==> src/rtl/mdio_arb_pkg.sv <==
// mdio_arb_pkg
// Shared definitions for the MDIO access arbiter:
//   - state_t        : arbiter FSM states
//   - MDIO_REG_W     : PHY register address width
//   - MDIO_DATA_W    : PHY register data width
//   - TIMEOUT_RDATA  : read data returned when a read transaction times out
package mdio_arb_pkg;

  localparam int MDIO_REG_W  = 8;
  localparam int MDIO_DATA_W = 16;

  localparam logic [MDIO_DATA_W-1:0] TIMEOUT_RDATA = 16'hFFFF;

  typedef enum logic [2:0] {
    ST_IDLE,
    ST_ISSUE,
    ST_WAIT_BUSY,
    ST_WAIT_DONE,
    ST_DONE
  } state_t;

endpackage

==> src/rtl/mdio_arb_if.sv <==
// mdio_arb_if
// Request/busy handshake between the arbiter and the PHY configuration block.
//   mdio_rd_request : one-cycle read pulse toward the PHY block
//   mdio_wr_request : one-cycle write pulse toward the PHY block
//   mdio_register   : register address, stable for the whole transaction
//   mdio_wr_data    : write data, stable for the whole transaction
//   mdio_rw_busy    : PHY block busy, rises after a request, falls on completion
//   mdio_rd_data    : read result, valid when mdio_rw_busy falls
// Modports: master = arbiter side, slave = PHY block side.
interface mdio_arb_if;
  import mdio_arb_pkg::*;

  logic                   mdio_rd_request;
  logic                   mdio_wr_request;
  logic [MDIO_REG_W-1:0]  mdio_register;
  logic [MDIO_DATA_W-1:0] mdio_wr_data;
  logic                   mdio_rw_busy;
  logic [MDIO_DATA_W-1:0] mdio_rd_data;

  modport master (
    output mdio_rd_request,
    output mdio_wr_request,
    output mdio_register,
    output mdio_wr_data,
    input  mdio_rw_busy,
    input  mdio_rd_data
  );

  modport slave (
    input  mdio_rd_request,
    input  mdio_wr_request,
    input  mdio_register,
    input  mdio_wr_data,
    output mdio_rw_busy,
    output mdio_rd_data
  );

endinterface

==> src/rtl/mdio_arb_rr_arbiter.sv <==
// rr_arbiter
// Combinational round-robin grant. Searches upward from (last_grant+1) mod
// NREQ, wrapping, and returns the first pending index.
//   pend        : pending request vector
//   last_grant  : index granted most recently
//   grant_valid : at least one request pending
//   grant_idx   : selected requester (meaningful only when grant_valid=1)
module rr_arbiter #(
  parameter  int NREQ  = 3,
  localparam int IDX_W = $clog2(NREQ)
) (
  input  logic [NREQ-1:0]  pend,
  input  logic [IDX_W-1:0] last_grant,
  output logic             grant_valid,
  output logic [IDX_W-1:0] grant_idx
);

  logic [IDX_W-1:0] idx;

  // Walk offsets from farthest to nearest so the nearest pending index
  // (lowest offset after last_grant) is the one left standing.
  always_comb begin
    grant_valid = 1'b0;
    grant_idx   = '0;
    idx         = '0;
    for (int k = NREQ; k >= 1; k--) begin
      idx = IDX_W'((int'(last_grant) + k) % NREQ);
      if (pend[idx]) begin
        grant_valid = 1'b1;
        grant_idx   = idx;
      end
    end
  end

endmodule

==> src/rtl/mdio_arb.sv <==
// mdio_arb
// Round-robin arbiter sharing the PHY configuration block's single MDIO
// register-access port among NREQ requesters. One transaction is in flight
// at a time; new grants are held off while PHY initialisation runs.
//   clock, reset_n : management clock, asynchronous active-low reset
//   req_rd/req_wr  : per-requester level requests (write wins if both set)
//   req_reg        : per-requester register address slices
//   req_wdata      : per-requester write data slices
//   req_ack        : one-cycle accept pulse per requester
//   req_done       : one-cycle completion pulse per requester
//   req_rdata      : read data, valid with req_done, held until next read done
//   req_err        : timeout flag, valid with req_done
//   mdio           : handshake to the PHY block (master side)
//   init_busy      : PHY initialisation in progress, blocks new grants
module mdio_arb
  import mdio_arb_pkg::*;
#(
  parameter int NREQ    = 3,
  parameter int TIMEOUT = 4095
) (
  input  logic                        clock,
  input  logic                        reset_n,
  input  logic [NREQ-1:0]             req_rd,
  input  logic [NREQ-1:0]             req_wr,
  input  logic [NREQ*MDIO_REG_W-1:0]  req_reg,
  input  logic [NREQ*MDIO_DATA_W-1:0] req_wdata,
  output logic [NREQ-1:0]             req_ack,
  output logic [NREQ-1:0]             req_done,
  output logic [MDIO_DATA_W-1:0]      req_rdata,
  output logic                        req_err,
  mdio_arb_if.master                  mdio,
  input  logic                        init_busy
);

  localparam int IDX_W = $clog2(NREQ);
  localparam int CNT_W = $clog2(TIMEOUT + 1);

  state_t state_reg, state_next;

  logic [IDX_W-1:0]       last_grant_reg, last_grant_next;
  logic                   op_wr_reg, op_wr_next;
  logic [MDIO_REG_W-1:0]  addr_reg, addr_next;
  logic [MDIO_DATA_W-1:0] wdata_reg, wdata_next;
  logic [MDIO_DATA_W-1:0] rdata_reg, rdata_next;
  logic                   timed_out_reg, timed_out_next;
  logic [CNT_W-1:0]       cnt_reg, cnt_next;
  logic [NREQ-1:0]        ack_reg, ack_next;
  logic [NREQ-1:0]        done_reg, done_next;
  logic                   err_reg, err_next;
  logic                   rd_req_reg, rd_req_next;
  logic                   wr_req_reg, wr_req_next;

  logic [NREQ-1:0]        pend;
  logic                   grant_valid;
  logic [IDX_W-1:0]       grant_idx;
  logic                   timeout_hit;

  logic [MDIO_REG_W-1:0]  reg_slice   [NREQ];
  logic [MDIO_DATA_W-1:0] wdata_slice [NREQ];

  for (genvar gi = 0; gi < NREQ; gi++) begin : g_unpack
    assign reg_slice[gi]   = req_reg[gi*MDIO_REG_W +: MDIO_REG_W];
    assign wdata_slice[gi] = req_wdata[gi*MDIO_DATA_W +: MDIO_DATA_W];
  end

  assign pend        = req_rd | req_wr;
  assign timeout_hit = (cnt_reg >= CNT_W'(TIMEOUT));

  rr_arbiter #(.NREQ(NREQ)) u_rr (
    .pend        (pend),
    .last_grant  (last_grant_reg),
    .grant_valid (grant_valid),
    .grant_idx   (grant_idx)
  );

  always_ff @(posedge clock or negedge reset_n) begin
    if (!reset_n) begin
      state_reg <= ST_IDLE;
    end else begin
      state_reg <= state_next;
    end
  end

  always_comb begin
    state_next      = state_reg;
    last_grant_next = last_grant_reg;
    op_wr_next      = op_wr_reg;
    addr_next       = addr_reg;
    wdata_next      = wdata_reg;
    rdata_next      = rdata_reg;
    timed_out_next  = timed_out_reg;
    cnt_next        = cnt_reg;
    ack_next        = '0;
    done_next       = '0;
    err_next        = 1'b0;
    rd_req_next     = 1'b0;
    wr_req_next     = 1'b0;

    unique case (state_reg)
      ST_IDLE: begin
        if (!init_busy && grant_valid) begin
          last_grant_next     = grant_idx;
          op_wr_next          = req_wr[grant_idx];
          addr_next           = reg_slice[grant_idx];
          wdata_next          = wdata_slice[grant_idx];
          timed_out_next      = 1'b0;
          ack_next[grant_idx] = 1'b1;
          state_next          = ST_ISSUE;
        end
      end
      ST_ISSUE: begin
        rd_req_next = !op_wr_reg;
        wr_req_next = op_wr_reg;
        cnt_next    = '0;
        state_next  = ST_WAIT_BUSY;
      end
      // The timeout check takes priority so a late busy edge cannot push
      // the counter past the limit.
      ST_WAIT_BUSY: begin
        if (timeout_hit) begin
          timed_out_next = 1'b1;
          if (!op_wr_reg) rdata_next = TIMEOUT_RDATA;
          state_next = ST_DONE;
        end else begin
          cnt_next = cnt_reg + CNT_W'(1);
          if (mdio.mdio_rw_busy) state_next = ST_WAIT_DONE;
        end
      end
      ST_WAIT_DONE: begin
        if (timeout_hit) begin
          timed_out_next = 1'b1;
          if (!op_wr_reg) rdata_next = TIMEOUT_RDATA;
          state_next = ST_DONE;
        end else begin
          cnt_next = cnt_reg + CNT_W'(1);
          if (!mdio.mdio_rw_busy) begin
            if (!op_wr_reg) rdata_next = mdio.mdio_rd_data;
            state_next = ST_DONE;
          end
        end
      end
      ST_DONE: begin
        done_next[last_grant_reg] = 1'b1;
        err_next                  = timed_out_reg;
        state_next                = ST_IDLE;
      end
      default: state_next = ST_IDLE;
    endcase
  end

  always_ff @(posedge clock or negedge reset_n) begin
    if (!reset_n) begin
      last_grant_reg <= IDX_W'(NREQ - 1);
      op_wr_reg      <= 1'b0;
      addr_reg       <= '0;
      wdata_reg      <= '0;
      rdata_reg      <= '0;
      timed_out_reg  <= 1'b0;
      cnt_reg        <= '0;
      ack_reg        <= '0;
      done_reg       <= '0;
      err_reg        <= 1'b0;
      rd_req_reg     <= 1'b0;
      wr_req_reg     <= 1'b0;
    end else begin
      last_grant_reg <= last_grant_next;
      op_wr_reg      <= op_wr_next;
      addr_reg       <= addr_next;
      wdata_reg      <= wdata_next;
      rdata_reg      <= rdata_next;
      timed_out_reg  <= timed_out_next;
      cnt_reg        <= cnt_next;
      ack_reg        <= ack_next;
      done_reg       <= done_next;
      err_reg        <= err_next;
      rd_req_reg     <= rd_req_next;
      wr_req_reg     <= wr_req_next;
    end
  end

  assign req_ack   = ack_reg;
  assign req_done  = done_reg;
  assign req_rdata = rdata_reg;
  assign req_err   = err_reg;

  assign mdio.mdio_rd_request = rd_req_reg;
  assign mdio.mdio_wr_request = wr_req_reg;
  assign mdio.mdio_register   = addr_reg;
  assign mdio.mdio_wr_data    = wdata_reg;

endmodule

==> src/flat_wrapper.sv <==
// flat-port wrapper written by rule: the top's interface ports become plain ports
module mdio_arb_flat import mdio_arb_pkg::*;
#(
  parameter int NREQ    = 3,
  parameter int TIMEOUT = 4095
)
  (clock, reset_n, req_rd, req_wr, req_reg, req_wdata, req_ack, req_done, req_rdata, req_err, init_busy, mdio_mdio_rd_request, mdio_mdio_wr_request, mdio_mdio_register, mdio_mdio_wr_data, mdio_mdio_rw_busy, mdio_mdio_rd_data);
  mdio_arb_if mdio_i ();
  input  logic clock;
  input  logic reset_n;
  input  logic [NREQ-1:0] req_rd;
  input  logic [NREQ-1:0] req_wr;
  input  logic [NREQ*MDIO_REG_W-1:0] req_reg;
  input  logic [NREQ*MDIO_DATA_W-1:0] req_wdata;
  output logic [NREQ-1:0] req_ack;
  output logic [NREQ-1:0] req_done;
  output logic [MDIO_DATA_W-1:0] req_rdata;
  output logic req_err;
  input  logic init_busy;
  output wire logic [$bits(mdio_i.mdio_rd_request)-1:0] mdio_mdio_rd_request;
  output wire logic [$bits(mdio_i.mdio_wr_request)-1:0] mdio_mdio_wr_request;
  output wire logic [$bits(mdio_i.mdio_register)-1:0] mdio_mdio_register;
  output wire logic [$bits(mdio_i.mdio_wr_data)-1:0] mdio_mdio_wr_data;
  input wire logic [$bits(mdio_i.mdio_rw_busy)-1:0] mdio_mdio_rw_busy;
  input wire logic [$bits(mdio_i.mdio_rd_data)-1:0] mdio_mdio_rd_data;
  assign mdio_mdio_rd_request = mdio_i.mdio_rd_request;
  assign mdio_mdio_wr_request = mdio_i.mdio_wr_request;
  assign mdio_mdio_register = mdio_i.mdio_register;
  assign mdio_mdio_wr_data = mdio_i.mdio_wr_data;
  assign mdio_i.mdio_rw_busy = mdio_mdio_rw_busy;
  assign mdio_i.mdio_rd_data = mdio_mdio_rd_data;
  mdio_arb #(.NREQ(NREQ), .TIMEOUT(TIMEOUT)) u_core (.clock(clock), .reset_n(reset_n), .req_rd(req_rd), .req_wr(req_wr), .req_reg(req_reg), .req_wdata(req_wdata), .req_ack(req_ack), .req_done(req_done), .req_rdata(req_rdata), .req_err(req_err), .mdio(mdio_i), .init_busy(init_busy));
endmodule
==> config.mk <==
export PLATFORM = sky130hd
export DESIGN_NAME = mdio_arb_flat
export DESIGN_NICKNAME = d
export VERILOG_FILES = /design/src/rtl/mdio_arb_pkg.sv /design/src/rtl/mdio_arb_if.sv /design/src/rtl/mdio_arb_rr_arbiter.sv /design/src/rtl/mdio_arb.sv /design/src/flat_wrapper.sv
export SDC_FILE = /design/constraint.sdc
export NUM_CORES = 1
export LEC_CHECK = 0
export CORE_MARGIN = 5
export CORE_UTILIZATION = 44
export DETAILED_ROUTE_END_ITERATION = 8
export PLACE_DENSITY = 0.84
export REMOVE_ABC_BUFFERS = 1
export SYNTH_ARGS = -nofsm -noshare
export SYNTH_HDL_FRONTEND = slang
export SYNTH_SLANG_ARGS = --single-unit
==> constraint.sdc <==
create_clock -name clock -period 3.03 [get_ports clock]
set_clock_uncertainty 0.2 [all_clocks]
set_input_delay 0.606 -clock clock [delete_from_list [all_inputs] [get_ports clock]]
set_output_delay 0.606 -clock clock [all_outputs]
set_load 0.01 [all_outputs]
* Word-level counts from Yosys, hierarchy flattened
Cells that the tools add are included.
Operators by class: equal/unequal tests 11, divide/modulo/power cells 3, mux-type cells 47, order comparisons 9, add/subtract/negate cells 4, bitwise operators 2, reduce and logical (&&, ||, !) cells 15
Operator list (count):
- $mux 16 | 7
- $mod 32x3->32 const B | 3
- $bmux 16 s2 | 1
- $pmux 16 s2 | 1
- $mux 3 | 8
- $pmux 12 s2 | 1
- $bmux 8 s2 | 1
- $mux 8 | 2
- $lt 2x3->1 const B | 5
- $mux 1 | 14
- $add 12x1->12 const B | 1
- $ge 12x12->1 const B | 1
- $mux 12 | 1
- $pmux 3 s4 | 1
- $bmux 1 s2 | 4
- $add 2x2->3 const B | 2
- $eq 3x2->1 const B | 2
- $mux 2 | 3
- $ne 2x1->1 const B | 3
- $ne 3x2->1 const B | 2
- $reduce_and 3->1 | 2
- $reduce_bool 2->1 | 3
- $demux 1 s2 | 2
- $ge 2x1->1 const B | 2
- 15 further kinds | 19
Storage, ports and cells: input bits 98, word-level logic and storage cells 104, register bits after elaboration 68, output and inout bits 49

* Longest topological paths before layout
word-level depth 13, depth in mapped cells 10, mapped depth without buffers 7

* Cells and area by module
Synthesis repeated with hierarchy kept, for this count alone.
Second synthesis, totals: cells, all modules 356, area total of the unflattened synthesis 3497.1 um2
By module, submodules not included:
- mdio_arb | area each 3251.9 um2, times used 1, sequential area each 1702.9 um2, cells each 320
- rr_arbiter | area each 245.2 um2, times used 1, sequential area each 0.0 um2, cells each 36

* Worst setup path after synthesis
OpenSTA, ideal clock, no wires.
path type register -> register, from reg u_core.last_grant_reg[1], to reg u_core.addr_reg[1] (netlist: u_core.mdio.mdio_register[1]), path buffers 1, period minus slack after synthesis 2441 ps, data required time 2705 ps, slack 589 ps, cell stages (with the launch flop) 9, library setup time 125 ps, arrival 2116 ps, path through dfstp_2 -> inv_1 -> ha_1 -> nand2b_1 -> a21oi_1 -> a311oi_2 -> a31oi_4 -> buf_6 -> mux2_4
Between the ends: longest elaborated chain between the ends 11, elaborated cells between the ends (all ways) 24, those cells by class 3 x add/sub; 3 x div; 15 x mux; 1 x bitwise; 2 x reduce/logical
Ends and longest elaborated chain:
- from (decl) | line mdio_arb.sv:40 | logic [IDX_W-1:0] last_grant_reg, last_grant_next;
- from (signal assigned) | line mdio_arb.sv:153 | last_grant_reg <= IDX_W'(NREQ - 1);
- from (signal assigned) | line mdio_arb.sv:166 | last_grant_reg <= last_grant_next;
- $add 2x2->3 | line mdio_arb_rr_arbiter.sv:27 | idx = IDX_W'((int'(last_grant) + k) % NREQ);
- $mod 32x3->32 | line mdio_arb_rr_arbiter.sv:27
- $bmux 1 s2 | line mdio_arb_rr_arbiter.sv:28 | if (pend[idx]) begin
- $mux 1 (implied by the code) | line mdio_arb_rr_arbiter.sv:28
- $mux 2 (3 in a row) | line mdio_arb_rr_arbiter.sv:28
- $not 2->3 (implied by the code) | line mdio_arb.sv:104 | addr_next = reg_slice[grant_idx];
- $bmux 8 s2 | line mdio_arb.sv:104
- $mux 8 (implied by the code) (2 in a row) | line mdio_arb.sv:104
- to (signal assigned) | line mdio_arb.sv:168 | addr_reg <= addr_next;
- to (decl) | line mdio_arb.sv:42 | logic [MDIO_REG_W-1:0] addr_reg, addr_next;
Several ways; a longest one is shown, not always the timed one. The select of a mux whose other input is x is not followed. A chain may end at the register's enable or synchronous reset.

* Worst setup path in the final report
from reg u_core.last_grant_reg[1], to reg u_core.addr_reg[0] (netlist: u_core.mdio.mdio_register[0])
Same word-level chain as after synthesis.

==> flow_metrics.env <==
export IMPL_p_leak_nw=2.275
export IMPL_cp_required_ps=3050
export IMPL_fp_dieW_um=103.1
export IMPL_die_y_um=103.1
export IMPL_drc=0
export IMPL_first_global_vias=3541
export IMPL_antenna_found_initial=0
export IMPL_clock_root_buffer="clkbuf_8"
export IMPL_drt_total_wl_um=10560
export IMPL_intPower_mw=3.270
export IMPL_vias=3406
export IMPL_peakVddDrop_uv=389.9
export IMPL_rows=34
export IMPL_p_per_area_nw_per_um2=974.8
export IMPL_die_area_um2=10620
export IMPL_wl_per_cell_um=17.60
export IMPL_synth_common_cells="67 x dfrtp_1, 39 x nor2_1, 26 x a21oi_1"
export IMPL_cts_tree="done"
export IMPL_clk_latency_ps=340
export IMPL_clkTransAtPathRegs_ps=70
export IMPL_yosysTopAreaCellShare_pct=44.01
export IMPL_postRouteAntennaNets=0
export IMPL_routabilityCongestion=0.8158
export IMPL_port_buffer_count=146
export IMPL_yosys_area_top_type="dfrtp_1"
export IMPL_start_kind="flop"
export IMPL_drive_above_1_share_pct=13.62
export IMPL_drv_slew=0
export IMPL_crit_path_end_kind="flop"
export IMPL_reg2reg_slack_ps=360
export IMPL_status="completed"
export IMPL_numCtsBuffers=9
export IMPL_synth_cell_types=52
export IMPL_grt_pass1_wl_um=16710
export IMPL_synth_seq_cells=68
export IMPL_pre_cts_slack_ps=-10.92
export IMPL_seqPwrFrac_pct=28.3
export IMPL_post_cts_buffers=0
export IMPL_nFillCells=698
export IMPL_setup_viol=0
export IMPL_power_frac_clock_pct=13.3
export IMPL_clockBufferDepth=2
export IMPL_slew_headroom_pct=46.00
export IMPL_nets=591
export IMPL_io_pins=147
export IMPL_synth_main_ff_cell="dfrtp_1"
export IMPL_fp_coreArea_um2=8593
export IMPL_crit_type="reg -> reg"
export IMPL_syn_area_um2=3810
export IMPL_cts_num_sinks=68
export IMPL_avgSynthCellArea_um2=11.01
export IMPL_final_setup_tns_ps=0
export IMPL_fin_crit_ps=2674
export IMPL_htreeDepth=3
export IMPL_antenna_cells=0
export IMPL_overflow=0
export IMPL_first_iter_violations=162
export IMPL_swShare_pct=39.31
export IMPL_grt_max_degree=68
export IMPL_yosysSeqAreaShare_pct=44.70
export IMPL_clock_fmax_mhz=374.0
export IMPL_avgViaCountPerCell=5.677
export IMPL_area_growth_pct=45.09
export IMPL_worstPathArrival_ps=2690
export IMPL_hpwl_um=7842
export IMPL_synth_area_leaders="dfrtp_1 44%, mux2_4 9.5%, a41oi_1 5.5%"
export IMPL_grt_setup_unrepaired="false"
export IMPL_yosysMostFrequentCell="dfrtp_1"
export IMPL_p_switching_mw=2.118
export IMPL_async_flop_share_pct=100.0
export IMPL_worstMarginPinSlew_ps=809.9
export IMPL_start_util_pct=44.34
export IMPL_finalHoldViolations=0
export IMPL_crit_fanout=32
export IMPL_drv_cap=0
export IMPL_comb_power_share_pct=58.4
export IMPL_min_path_type="reg -> reg"
export IMPL_synth_edf_count=0
export IMPL_first_pass_iters=4
export IMPL_finalCritPeriodShare_pct=88.25
export IMPL_grt_usage_pct=20.05
export IMPL_ys_warn_count=0
export IMPL_fin_ws_ps=356.0
export IMPL_synth_cells=346
## path summary, 6_finish.rpt
check                      cells after the start                     start                            to
max reg2reg                                    8  u_core.last_grant_reg[1]  u_core.mdio.mdio_register[0]
min reg2reg                                    1       u_core.req_rdata[7]           u_core.req_rdata[7]
max in group asynchronous                      3                   reset_n      u_core.last_grant_reg[1]
min in group asynchronous                      2                   reset_n                u_core.req_err
min                                            1       u_core.req_rdata[7]           u_core.req_rdata[7]
max                                            8  u_core.last_grant_reg[1]  u_core.mdio.mdio_register[0]
## cell families (layout without fill, tap and decap cells)
family	after synthesis	after routing	synth area share (%)
DFF	68	68	44.70
adders and majority gates	6	6	1.970
xor gates and xnor gates	7	7	1.609
muxes	31	31	11.36
and+or+nand+nor	95	95	13.17
AOI/OAI and AO/OA	107	107	21.74
buffers and inverters	32	178	5.452
## through the flow
step	util (%)	instances	total power, mW	hold WS [ps]	instance area [um2]
after floorplan	-	318	3.374	110.4	3617
after global placement	61.87	583	4.536	203.7	5316
after detailed placement	61.87	583	4.666	206.3	5316
after CTS	64.23	600	5.404	292.9	5519
after global routing	64.33	600	5.767	308.3	5528
final	64.33	600	5.389	289.5	5528
## routing by layer
| layer | part of all wire [%] | GRT usage (%) | up-vias |
|---|---|---|---|
| met3 | 8.1 | 5.886 | 30 |
| met1 | 38 | 22.83 | 1624 |
| met5 | 0 | 0 | - |
| met4 | 2.2 | 8.267 | 0 |
| met2 | 51 | 35.08 | 161 |
| li1 | - | - | 1591 |
## final cells by class
cell class / instances / area (um2) / share of cell area (%)
sequential: 68 / 1703 / 30.81
clock inverter: 6 / 65.06 / 1.177
multi-input combinational: 246 / 1908 / 34.52
tap: 108 / 135.1 / 2.445
timing repair buffer: 158 / 1574 / 28.47
inverter: 4 / 15.01 / 0.2716
clock buffer: 10 / 127.6 / 2.309
## critical path: stages (launching register included)
cell	delay (ps)
dfstp_2	550
inv_1	80
ha_1	310
nand2b_2	300
a21oi_1	220
a311oi_2	90
a31oi_4	180
buf_12	260
mux2_2	360
## cells in the final DEF (no fill, tap or decap), drive strengths merged, types with 2 or more instances in the layout
cell	instances
o22a	17
nand2	10
xor2	3
mux2i	5
nor3	7
and3	7
o21ai	2
or2	2
a41oi	24
nor2b	2
nand2b	3
o31ai	25
xnor2	4
nor2	41
dfrtp	67
clkdlybuf4s50	145
nor4	3
and2	3
clkinv	4
nand4	6
a21oi	27
nor3b	3
nand3	5
mux2	26
clkbuf	10
buf	12
inv	4
ha	6
a31oi	2
## repair_timing
item | 4_1_cts | 5_1_grt
endpoints found under the setup margin | 0 | 24
endpoints found under the hold margin | 1 | 0
gates resized for setup | 0 | 2
hold buffers | 1 | 0
## power by group through the flow
stage	registers [mW]	clock network (mW)	logic, mW
after floorplan	1.63	0	1.74
after global placement	1.52	0	3.02
after detailed placement	1.53	0	3.13
after CTS	1.53	0.739	3.14
after global routing	1.57	0.787	3.41
final	1.52	0.717	3.15
(Power assumes the default switching activity.)
